`config.mk`:
```
export PLATFORM = sky130hd
export DESIGN_NAME = uart_tx_fifo
export DESIGN_NICKNAME = d
export VERILOG_FILES = /design/src/rtl/uart_pkg.sv /design/src/rtl/uart_sync_fifo.sv /design/src/rtl/uart_tx_fifo.sv
export SDC_FILE = /design/constraint.sdc
export NUM_CORES = 1
export LEC_CHECK = 0
export BUFFER_PORTS_ARGS = -buffer_cell sky130_fd_sc_hd__buf_2
export CORE_MARGIN = 10
export CORE_UTILIZATION = 50
export CTS_BUF_LIST = sky130_fd_sc_hd__clkbuf_8
export CTS_CLUSTER_SIZE = 20
export DETAILED_ROUTE_END_ITERATION = 8
export HOLD_SLACK_MARGIN = 0.1
export PLACE_DENSITY = 0.69
export SYNTH_ARGS = -nofsm -noshare
export SYNTH_HDL_FRONTEND = slang
export SYNTH_SLANG_ARGS = --single-unit
```
`constraint.sdc`:
```
create_clock -name i_clk -period 3.7 [get_ports i_clk]
set_clock_uncertainty 0.1 [all_clocks]
set_input_delay 0 -clock i_clk [delete_from_list [all_inputs] [get_ports i_clk]]
set_output_delay 0 -clock i_clk [all_outputs]
set_load 0.01 [all_outputs]
```
`src/rtl/uart_pkg.sv`:
```
`default_nettype none
// ============================================================================
//  Module      : uart_pkg
//  Description : Shared definitions for the UART blocks: transmitter state
//                encoding, parity mode constants and a constant-evaluable
//                ceil(log2) helper used to size FIFO pointers and counters.
//  Revision    : 1.0 - initial release
// ============================================================================
package uart_pkg;

  // Transmitter frame sequencer states.
  typedef enum logic [2:0] {
    ST_IDLE   = 3'd0,
    ST_START  = 3'd1,
    ST_DATA   = 3'd2,
    ST_PARITY = 3'd3,
    ST_STOP   = 3'd4
  } tx_state_t;

  // Values of the parity-odd selector.
  localparam logic PAR_EVEN = 1'b0;
  localparam logic PAR_ODD  = 1'b1;

  // Smallest r such that 2**r >= value (0 for value <= 1).
  // Written as a bounded loop so it can be evaluated at elaboration time.
  function automatic int clog2(input int value);
    int r;
    r = 0;
    for (int i = 0; i < 31; i++) begin
      if ((1 << i) < value) begin
        r = i + 1;
      end
    end
    return r;
  endfunction

endpackage : uart_pkg
`default_nettype wire

```
`src/rtl/uart_sync_fifo.sv`:
```
`default_nettype none
// ============================================================================
//  Module      : uart_sync_fifo
//  Description : Single-clock FIFO with registered occupancy count,
//                combinational (first-word-fall-through) read data and a
//                registered one-cycle overflow pulse for dropped pushes.
//                Shared by the UART transmit path and the future receive path.
//
//  Ports
//    clk    in   1      clock
//    rst_n  in   1      asynchronous active-low reset (empties the FIFO)
//    push   in   1      write request; ignored when full
//    pop    in   1      read request; ignored when empty
//    din    in   WIDTH  write data
//    dout   out  WIDTH  head-of-queue data (valid while empty = 0)
//    full   out  1      count == DEPTH
//    empty  out  1      count == 0
//    ovf    out  1      one-cycle pulse after a push was dropped
//
//  Revision    : 1.0 - initial release
// ============================================================================
module uart_sync_fifo
  import uart_pkg::*;
#(
  parameter int WIDTH = 8,
  parameter int DEPTH = 8
) (
  input  logic             clk,
  input  logic             rst_n,
  input  logic             push,
  input  logic             pop,
  input  logic [WIDTH-1:0] din,
  output logic [WIDTH-1:0] dout,
  output logic             full,
  output logic             empty,
  output logic             ovf
);

  localparam int AW = clog2(DEPTH);
  localparam logic [AW:0] FULL_COUNT = (AW + 1)'(DEPTH);

  logic [WIDTH-1:0] mem [DEPTH];
  logic [AW-1:0]    wr_ptr;
  logic [AW-1:0]    rd_ptr;
  logic [AW:0]      count;
  logic             ovf_q;
  logic             wr_en;
  logic             rd_en;

  // Flags come from registered state only, so a push into a full FIFO is
  // dropped even when a pop happens in the same cycle.
  assign full  = (count == FULL_COUNT);
  assign empty = (count == '0);
  assign wr_en = push & ~full;
  assign rd_en = pop & ~empty;
  assign dout  = mem[rd_ptr];
  assign ovf   = ovf_q;

  always_ff @(posedge clk or negedge rst_n) begin
    if (!rst_n) begin
      wr_ptr <= '0;
      rd_ptr <= '0;
      count  <= '0;
      ovf_q  <= 1'b0;
    end else begin
      ovf_q <= push & full;
      if (wr_en) begin
        wr_ptr <= wr_ptr + 1'b1;
      end
      if (rd_en) begin
        rd_ptr <= rd_ptr + 1'b1;
      end
      // Simultaneous push and pop leaves the occupancy unchanged.
      case ({wr_en, rd_en})
        2'b10:   count <= count + 1'b1;
        2'b01:   count <= count - 1'b1;
        default: count <= count;
      endcase
    end
  end

  // Storage carries no reset; stale entries are unreachable once the
  // pointers and count are cleared.
  always_ff @(posedge clk) begin
    if (wr_en) begin
      mem[wr_ptr] <= din;
    end
  end

endmodule : uart_sync_fifo
`default_nettype wire

```
`src/rtl/uart_tx_fifo.sv`:
```
`default_nettype none
// ============================================================================
//  Module      : uart_tx_fifo
//  Description : UART transmitter with an internal transmit FIFO. Characters
//                pushed by the host are serialised LSB first as
//                start / data / optional parity / stop bits, one bit per
//                rising edge of the baud clock clk_tx. Frames run
//                back-to-back while the FIFO holds data.
//
//  Ports
//    i_clk      in   1           system clock
//    i_nrst     in   1           asynchronous active-low reset
//    clk_tx     in   1           baud clock (synchronous to i_clk)
//    i_we       in   1           push strobe
//    i_data     in   WIDTH_DATA  character to push
//    i_par_en   in   1           parity enable (latched per frame)
//    i_par_odd  in   1           1 = odd, 0 = even parity (latched per frame)
//    o_buf      out  1           TX line, idle high
//    o_mty      out  1           FIFO empty and sequencer idle
//    o_full     out  1           FIFO full
//    o_ovf      out  1           one-cycle pulse when a push is dropped
//
//  Revision    : 1.0 - initial release
// ============================================================================
module uart_tx_fifo
  import uart_pkg::*;
#(
  parameter int WIDTH_DATA = 8,
  parameter int NB_STOP    = 2,
  parameter int DEPTH      = 8
) (
  input  logic                  i_clk,
  input  logic                  i_nrst,
  input  logic                  clk_tx,
  input  logic                  i_we,
  input  logic [WIDTH_DATA-1:0] i_data,
  input  logic                  i_par_en,
  input  logic                  i_par_odd,
  output logic                  o_buf,
  output logic                  o_mty,
  output logic                  o_full,
  output logic                  o_ovf
);

  // Counters are sized to hold their terminal value (WIDTH_DATA, NB_STOP).
  localparam int BW = clog2(WIDTH_DATA + 1);
  localparam int SW = clog2(NB_STOP + 1);
  localparam logic [BW-1:0] BIT_LAST  = BW'(WIDTH_DATA);
  localparam logic [SW-1:0] STOP_LAST = SW'(NB_STOP);

  // --------------------------------------------------------------------------
  // Baud event: one i_clk-wide pulse per rising edge of clk_tx.
  // --------------------------------------------------------------------------
  logic s1;
  logic s0;
  logic ev;

  always_ff @(posedge i_clk or negedge i_nrst) begin
    if (!i_nrst) begin
      s1 <= 1'b0;
      s0 <= 1'b0;
    end else begin
      s1 <= clk_tx;
      s0 <= s1;
    end
  end

  assign ev = s1 & ~s0;

  // --------------------------------------------------------------------------
  // Transmit FIFO
  // --------------------------------------------------------------------------
  logic                  pop;
  logic [WIDTH_DATA-1:0] fifo_dout;
  logic                  fifo_empty;
  logic                  fifo_full;
  logic                  fifo_ovf;

  uart_sync_fifo #(
    .WIDTH (WIDTH_DATA),
    .DEPTH (DEPTH)
  ) u_fifo (
    .clk   (i_clk),
    .rst_n (i_nrst),
    .push  (i_we),
    .pop   (pop),
    .din   (i_data),
    .dout  (fifo_dout),
    .full  (fifo_full),
    .empty (fifo_empty),
    .ovf   (fifo_ovf)
  );

  // --------------------------------------------------------------------------
  // Frame sequencer: registers
  // --------------------------------------------------------------------------
  tx_state_t             state,     state_nxt;
  logic [WIDTH_DATA-1:0] sh,        sh_nxt;
  logic [BW-1:0]         bit_cnt,   bit_cnt_nxt;
  logic [SW-1:0]         stop_cnt,  stop_cnt_nxt;
  logic                  par_acc,   par_acc_nxt;
  logic                  par_en_q,  par_en_nxt;
  logic                  par_odd_q, par_odd_nxt;
  logic                  tx_q,      tx_nxt;
  logic                  start_frame;

  always_ff @(posedge i_clk or negedge i_nrst) begin
    if (!i_nrst) begin
      state     <= ST_IDLE;
      sh        <= '1;
      bit_cnt   <= '0;
      stop_cnt  <= '0;
      par_acc   <= 1'b0;
      par_en_q  <= 1'b0;
      par_odd_q <= 1'b0;
      tx_q      <= 1'b1;
    end else begin
      state     <= state_nxt;
      sh        <= sh_nxt;
      bit_cnt   <= bit_cnt_nxt;
      stop_cnt  <= stop_cnt_nxt;
      par_acc   <= par_acc_nxt;
      par_en_q  <= par_en_nxt;
      par_odd_q <= par_odd_nxt;
      tx_q      <= tx_nxt;
    end
  end

  // --------------------------------------------------------------------------
  // Frame sequencer: next state and datapath
  // --------------------------------------------------------------------------
  always_comb begin
    state_nxt    = state;
    sh_nxt       = sh;
    bit_cnt_nxt  = bit_cnt;
    stop_cnt_nxt = stop_cnt;
    par_acc_nxt  = par_acc;
    par_en_nxt   = par_en_q;
    par_odd_nxt  = par_odd_q;
    tx_nxt       = tx_q;
    pop          = 1'b0;
    start_frame  = 1'b0;

    if (ev) begin
      case (state)
        ST_IDLE: begin
          start_frame = ~fifo_empty;
        end

        // Start bit has just finished: put data bit 0 on the line.
        ST_START: begin
          tx_nxt      = sh[0];
          par_acc_nxt = par_acc ^ sh[0];
          sh_nxt      = {1'b1, sh[WIDTH_DATA-1:1]};
          bit_cnt_nxt = BW'(1);
          state_nxt   = ST_DATA;
        end

        // bit_cnt counts data bits already placed on the line.
        ST_DATA: begin
          if (bit_cnt < BIT_LAST) begin
            tx_nxt      = sh[0];
            par_acc_nxt = par_acc ^ sh[0];
            sh_nxt      = {1'b1, sh[WIDTH_DATA-1:1]};
            bit_cnt_nxt = bit_cnt + 1'b1;
          end else if (par_en_q) begin
            // Accumulator holds the XOR of all data bits (even parity).
            tx_nxt    = par_acc ^ (par_odd_q == PAR_ODD);
            state_nxt = ST_PARITY;
          end else begin
            tx_nxt       = 1'b1;
            stop_cnt_nxt = SW'(1);
            state_nxt    = ST_STOP;
          end
        end

        ST_PARITY: begin
          tx_nxt       = 1'b1;
          stop_cnt_nxt = SW'(1);
          state_nxt    = ST_STOP;
        end

        // stop_cnt counts stop bit periods already started.
        ST_STOP: begin
          if (stop_cnt < STOP_LAST) begin
            tx_nxt       = 1'b1;
            stop_cnt_nxt = stop_cnt + 1'b1;
          end else if (!fifo_empty) begin
            start_frame = 1'b1;
          end else begin
            tx_nxt    = 1'b1;
            state_nxt = ST_IDLE;
          end
        end

        default: begin
          tx_nxt    = 1'b1;
          state_nxt = ST_IDLE;
        end
      endcase

      // Frame launch, shared by IDLE and the back-to-back path out of STOP:
      // take the FIFO head, freeze parity mode for the whole frame and drive
      // the start bit.
      if (start_frame) begin
        pop         = 1'b1;
        sh_nxt      = fifo_dout;
        par_en_nxt  = i_par_en;
        par_odd_nxt = i_par_odd;
        par_acc_nxt = 1'b0;
        tx_nxt      = 1'b0;
        state_nxt   = ST_START;
      end
    end
  end

  // --------------------------------------------------------------------------
  // Outputs
  // --------------------------------------------------------------------------
  assign o_buf  = tx_q;
  assign o_mty  = fifo_empty & (state == ST_IDLE);
  assign o_full = fifo_full;
  assign o_ovf  = fifo_ovf;

endmodule : uart_tx_fifo
`default_nettype wire

```
After elaboration in Yosys (flattened, before gate mapping)
Memories as Yosys holds them, arrays and structs flattened. Index checks and enable logic that the tools add are counted.

Order comparisons: 2. Eq/ne operators: 17. Bitwise operators: 10. Reductions and logical operators: 12. Muxes and demuxes: 33. Add/subtract/negate cells: 6.

Operators with widths (number): two-way mux 8 bit (2); one-hot mux 4 bit (2 select lines) (2); one-hot mux 8 bit (2 select lines) (1); two-way mux 3 bit (5); one-hot mux 3 bit (5 select lines) (1); two-way mux 1 bit (14); inequality test 3 bit (second input constant) (4); AND reduction 5 bit (2); AND reduction 3 bit (3); adder 4 x 1 -> 4 bit (second input constant) (2); inequality test 2 bit (second input constant) (4); adder 3 x 1 -> 3 bit (second input constant) (2); equality test 3 x 2 -> 1 bit (second input constant) (2); two-way mux 2 bit (3); one-hot mux 2 bit (3 select lines) (1); nonzero test 3 bit (2); bitwise AND 1 bit (5); equality test 4 bit (second input constant) (1); logical NOT 4 bit (1); less-than comparator 4 bit (second input constant) (1); two-way mux 4 bit (1); inequality test 4 bit (second input constant) (1); one-hot mux 1 bit (2 select lines) (2); one-hot mux 1 bit (4 select lines) (1); other kinds (13) (17).

RAM bits: 64. Logic and storage cells: 95. Flip-flop bits (word level): 34. Memories kept: 1.

Memory list: u_fifo.mem (words 8, width 8, read ports 1, clocked after memory_dff 0, wr ports 1, RTL line uart_sync_fifo.sv:42) `logic [WIDTH-1:0] mem [DEPTH];`.

Logic depth before layout (Yosys ltp)
Depth after elaboration: 10. Depth in mapped cells: 11.

Hierarchy
Synthesis repeated with hierarchy kept, for this count alone.

Cell total of the unflattened synthesis: 280. Area, all modules: 4481.8 sq um.

By module, submodules not included: uart_sync_fifo (seq. area each 2197.1 sq um, times used 1, area each 3170.5 sq um, cells an instance 163); uart_tx_fifo (seq. area each 586.8 sq um, times used 1, area each 1311.3 sq um, cells an instance 117).

Worst setup path before layout
No wires, ideal clock.

Kind: flip-flop to flip-flop. Start: reg u_fifo.count[1]. End: reg u_fifo.count[2]. Arrival: 2352 ps. Setup slack: 1120 ps. Required time: 3472 ps. Stages on the path, launching flop included: 12. Cell sequence: dfrtp_1 > buf_6 > or4_4 > nand4_4 > inv_4 > ha_1 > xor2_1 > ha_1 > a21oi_1 > xor2_1 > nor2_1 > xor2_1.

Cells in the longest elaborated chain, start to end: 10. Elaborated cells between the ends (all ways): 18.

RTL lines: from (decl) (RTL line uart_sync_fifo.sv:45) `logic [AW:0] count;`; from (signal assigned) (RTL line uart_sync_fifo.sv:75) `2'b10: count <= count + 1'b1;`; from (signal assigned) (RTL line uart_sync_fifo.sv:76) `2'b01: count <= count - 1'b1;`; from (signal assigned) (RTL line uart_sync_fifo.sv:77) `default: count <= count;`; logical NOT 4 bit (*) (RTL line uart_sync_fifo.sv:53) `assign empty = (count == '0);`; two-way mux 1 bit (RTL line uart_tx_fifo.sv:188) `end else if (!fifo_empty) begin`; two-way mux 1 bit (RTL line uart_tx_fifo.sv:185) `if (stop_cnt < STOP_LAST) begin`; one-hot mux 1 bit (2 select lines) (RTL line uart_tx_fifo.sv:145) `case (state)`; two-way mux 1 bit (RTL line uart_tx_fifo.sv:144) `if (ev) begin`; two-way mux 1 bit (RTL line uart_tx_fifo.sv:205) `if (start_frame) begin`; two-way mux 1 bit (RTL line uart_tx_fifo.sv:144); bitwise AND 1 bit (*) (RTL line uart_sync_fifo.sv:55) `assign rd_en = pop & ~empty;`; named net u_fifo.rd_en (RTL line uart_sync_fifo.sv:48) `logic rd_en;`; equality test 2 x 1 -> 1 bit or equality test 2 bit (tied branches) (RTL line uart_sync_fifo.sv:74) `case ({wr_en, rd_en})`; one-hot mux 4 bit (2 select lines) or nonzero test 2 bit (tied branches).

The timed path passes the listed nets; every way through them passes the cells marked *. The select of a mux whose other input is x is not followed. A chain may end at the register's enable or synchronous reset.

Final worst setup path
Same ends and word-level chain as after synthesis.

==> results.sh <==
export IMPL_outcome="completed"
export IMPL_reg2reg_to="u_fifo.count[2]"
export IMPL_power_leakage_nw=1.73
export IMPL_place_hpwl_mm=5.27
export IMPL_yosys_warnings=0
export IMPL_grt_pass1_wl_mm=13.5
export IMPL_stdcell_count=434
export IMPL_num_io_pins=18
export IMPL_final_antenna_net_count=0
export IMPL_die_area_sq_um=12800
export IMPL_final_nets=344
export IMPL_start_util=0.521
export IMPL_required_ps=3840
export IMPL_multi_input_area_sq_um=1420
export IMPL_htreeDepth=3
export IMPL_path_class="reg2reg"
export IMPL_clock_path_buffers=2
export IMPL_core_area_sq_um=8300
export IMPL_clkLatencyLatePin_ps=360
export IMPL_final_period_utilization=0.732
export IMPL_clock_fmax_mhz=369
export IMPL_setup_slack_ps=993
export IMPL_netlist_instances=291
export IMPL_area_delta_synth_final_pct=11.3
export IMPL_drt_initial_drc_count=97
export IMPL_critical_path_arrival_ps=2850
export IMPL_avgSynthCellArea_sq_um=14.8
export IMPL_fin_crit_ps=2710
export IMPL_ys_ff_latch=98
export IMPL_firstDrtPassIters=4
export IMPL_setup_viol_count_final=0
export IMPL_cts_inserted_buffers=9
export IMPL_die_h_um=113
export IMPL_dp_cells=405
export IMPL_ys_seq_area_frac=0.644
export IMPL_portBuffers=17
export IMPL_worst_pin_slew_ps=1000
export IMPL_synth_edf_count=64
export IMPL_die_w_um=113
export IMPL_fin_setup_tns_ps=0
export IMPL_r2r_start="u_fifo.count[1]"
export IMPL_place_area_sq_um=4470
export IMPL_report_final_slew_viol_count=0
export IMPL_num_antenna_cells=0
export IMPL_gp_congestion=0.769
export IMPL_row_count=33
export IMPL_synth_distinct_cells=65
export IMPL_rsz0062_at_grt="no"
export IMPL_reg2regPathDepth=10
export IMPL_worstSetupEndpointType="register"
export IMPL_num_vias=2444
export IMPL_numClockSinks=98
export IMPL_start_kind="register"
export IMPL_cts_root_buf="clkbuf_8"
export IMPL_relSlewSlack=0.331
export IMPL_syn_nets=311
export IMPL_cp_max_fo=10
export IMPL_final_hold_violation_count=0
export IMPL_netlist_area_sq_um=4320
export IMPL_vdd_drop_max_mv=0.368
export IMPL_cap_viol_max_count=0
export IMPL_grt_pass1_vias=2541
export IMPL_overflow=0
export IMPL_p_per_area_nw_per_um2=740
export IMPL_track_usage=0.133
export IMPL_dpl_worst_slack_ps=986
export IMPL_finalInstanceArea_sq_um=4810
export IMPL_via_per_inst=5.63
export IMPL_drive_above_1_share=0.225
export IMPL_fillerInstances=644
export IMPL_drc=0
export IMPL_routed_wl_mm=8.08
export IMPL_cts_tree="yes"
export IMPL_startpoint="u_fifo.count[1]"
export IMPL_regArea_sq_um=2780
export IMPL_wl_per_cell_um=18.6
export IMPL_synth_ff_type="edfxtp_1"
export IMPL_grt_start_max_net_pins=35
export IMPL_async_reset_ff_frac=0.347
export IMPL_post_cts_repair_setup_buffers=0
export IMPL_clkTransAtPathRegs_ps=100
export IMPL_hp_class="in2async"
export IMPL_r2r_slack_ps=990
export IMPL_antenna_found_initial=0
[worst max-delay path, cell delays in order (launching register included)]
cell,delay (ps)
dfrtp_1,480
or4_4,620
nand4_4,190
inv_4,90
ha_1,270
xor2_1,170
ha_1,190
a21oi_1,140
xor2_1,150
nor2_1,60
xor2_1,140
[per-layer routing]
metal / track usage / up-vias / share of wire
met3: 0.0386 / 8 / 0.037
met1: 0.161 / 1216 / 0.44
met5: 0 / - / 0
li1: - / 1180 / -
met2: 0.227 / 40 / 0.51
met4: 0.0347 / 0 / 0.011
[Yosys cell counts (6+ instances only)]
library cell   n  area, sq um
nor2_1        13         48.8
mux2i_1       13          130
nand2_1       23         86.3
o21ai_0       10         50.1
ha_1           6         75.1
mux4_2         8          180
nor2b_1        8         50.1
dfrtp_1       25          626
dfstp_2        9          236
nand2b_1       6         37.5
nand3_1        6         30.0
o21ai_1        6         30.0
xnor2_1        6         52.6
edfxtp_1      64         1920
[cell type report]
type | instances | share of cell area
sequential | 98 | 0.579
multi-input combinational | 175 | 0.294
timing repair buffer | 35 | 0.0525
tap | 105 | 0.0273
clock buffer | 9 | 0.0258
clock inverter | 7 | 0.0169
inverter | 5 | 0.00442
[through the flow]
stage	utilization	hold WS [ps]	total power, mW
floorplan	-	-396	2.60
global placement	0.539	15.1	2.82
detailed placement	0.539	9.48	2.86
CTS	0.580	156	3.59
global route	0.580	176	3.79
finish	0.580	133	3.56
[cells in the final DEF, fill, tap and decap left out, types with 3 or more instances in the layout]
cell	Yosys	routed
nor2_1	13	13
nand2_1	23	23
dfrtp_1	25	25
a2bb2oi_1	4	4
mux2i_1	13	13
nor2b_1	8	8
o21a_1	3	3
nand2b_1	6	6
edfxtp_1	64	64
nand3_1	6	6
inv_1	3	3
nand3b_1	3	3
dlygate4sd3_1	0	13
clkbuf_8	1	9
ha_1	6	6
inv_6	0	4
a21oi_1	3	3
o21ai_0	10	10
xnor2_1	6	6
mux4_2	8	8
dfstp_2	9	9
o2111ai_1	4	4
buf_4	2	5
o21ai_1	6	6
buf_2	3	17
o32a_1	3	3
xor2_1	5	5
a2111oi_1	3	3
[kinds of logic after synthesis]
kind of cell,synth area share
AOI/OAI and AO/OA,0.0892
xor gates and xnor gates,0.0223
adders and majority gates,0.0174
buffers and inverters,0.0281
DFF,0.644
muxes,0.0805
and+or+nand+nor,0.118
[power breakdown]
part / switching, mW / internal, mW / total, mW
sequential: 0.291 / 1.47 / 1.76
clock: 0.393 / 0.326 / 0.720
combinational: 0.562 / 0.522 / 1.08
total: 1.25 / 2.31 / 3.56
[worst max path at each step]
stage                                  to  slack, ps  depth (start not counted)
after floorplan           u_fifo.count[2]       1120                         11
after CTS                 u_fifo.count[2]        980                         10
after global placement    u_fifo.count[2]       1040                         10
after global routing      u_fifo.count[2]        850                         10
final                     u_fifo.count[2]        990                         10
after detailed placement  u_fifo.count[2]        990                         10
[sequential cells by signal, summed over array words and instances (netlist names)]
register	flops
u_fifo.mem	64
sh	8
bit_cnt	4
u_fifo.count	4
state	3
u_fifo.rd_ptr	3
u_fifo.wr_ptr	3
stop_cnt	2
o_buf	1
par_acc	1
par_en_q	1
par_odd_q	1
s0	1
s1	1
u_fifo.ovf	1
[what timing repair did]
action	CTS	global route
hold buffers	13	0
hold endpoints to repair	105	0
gates resized for setup	0	0
(Power assumes the default switching activity.)
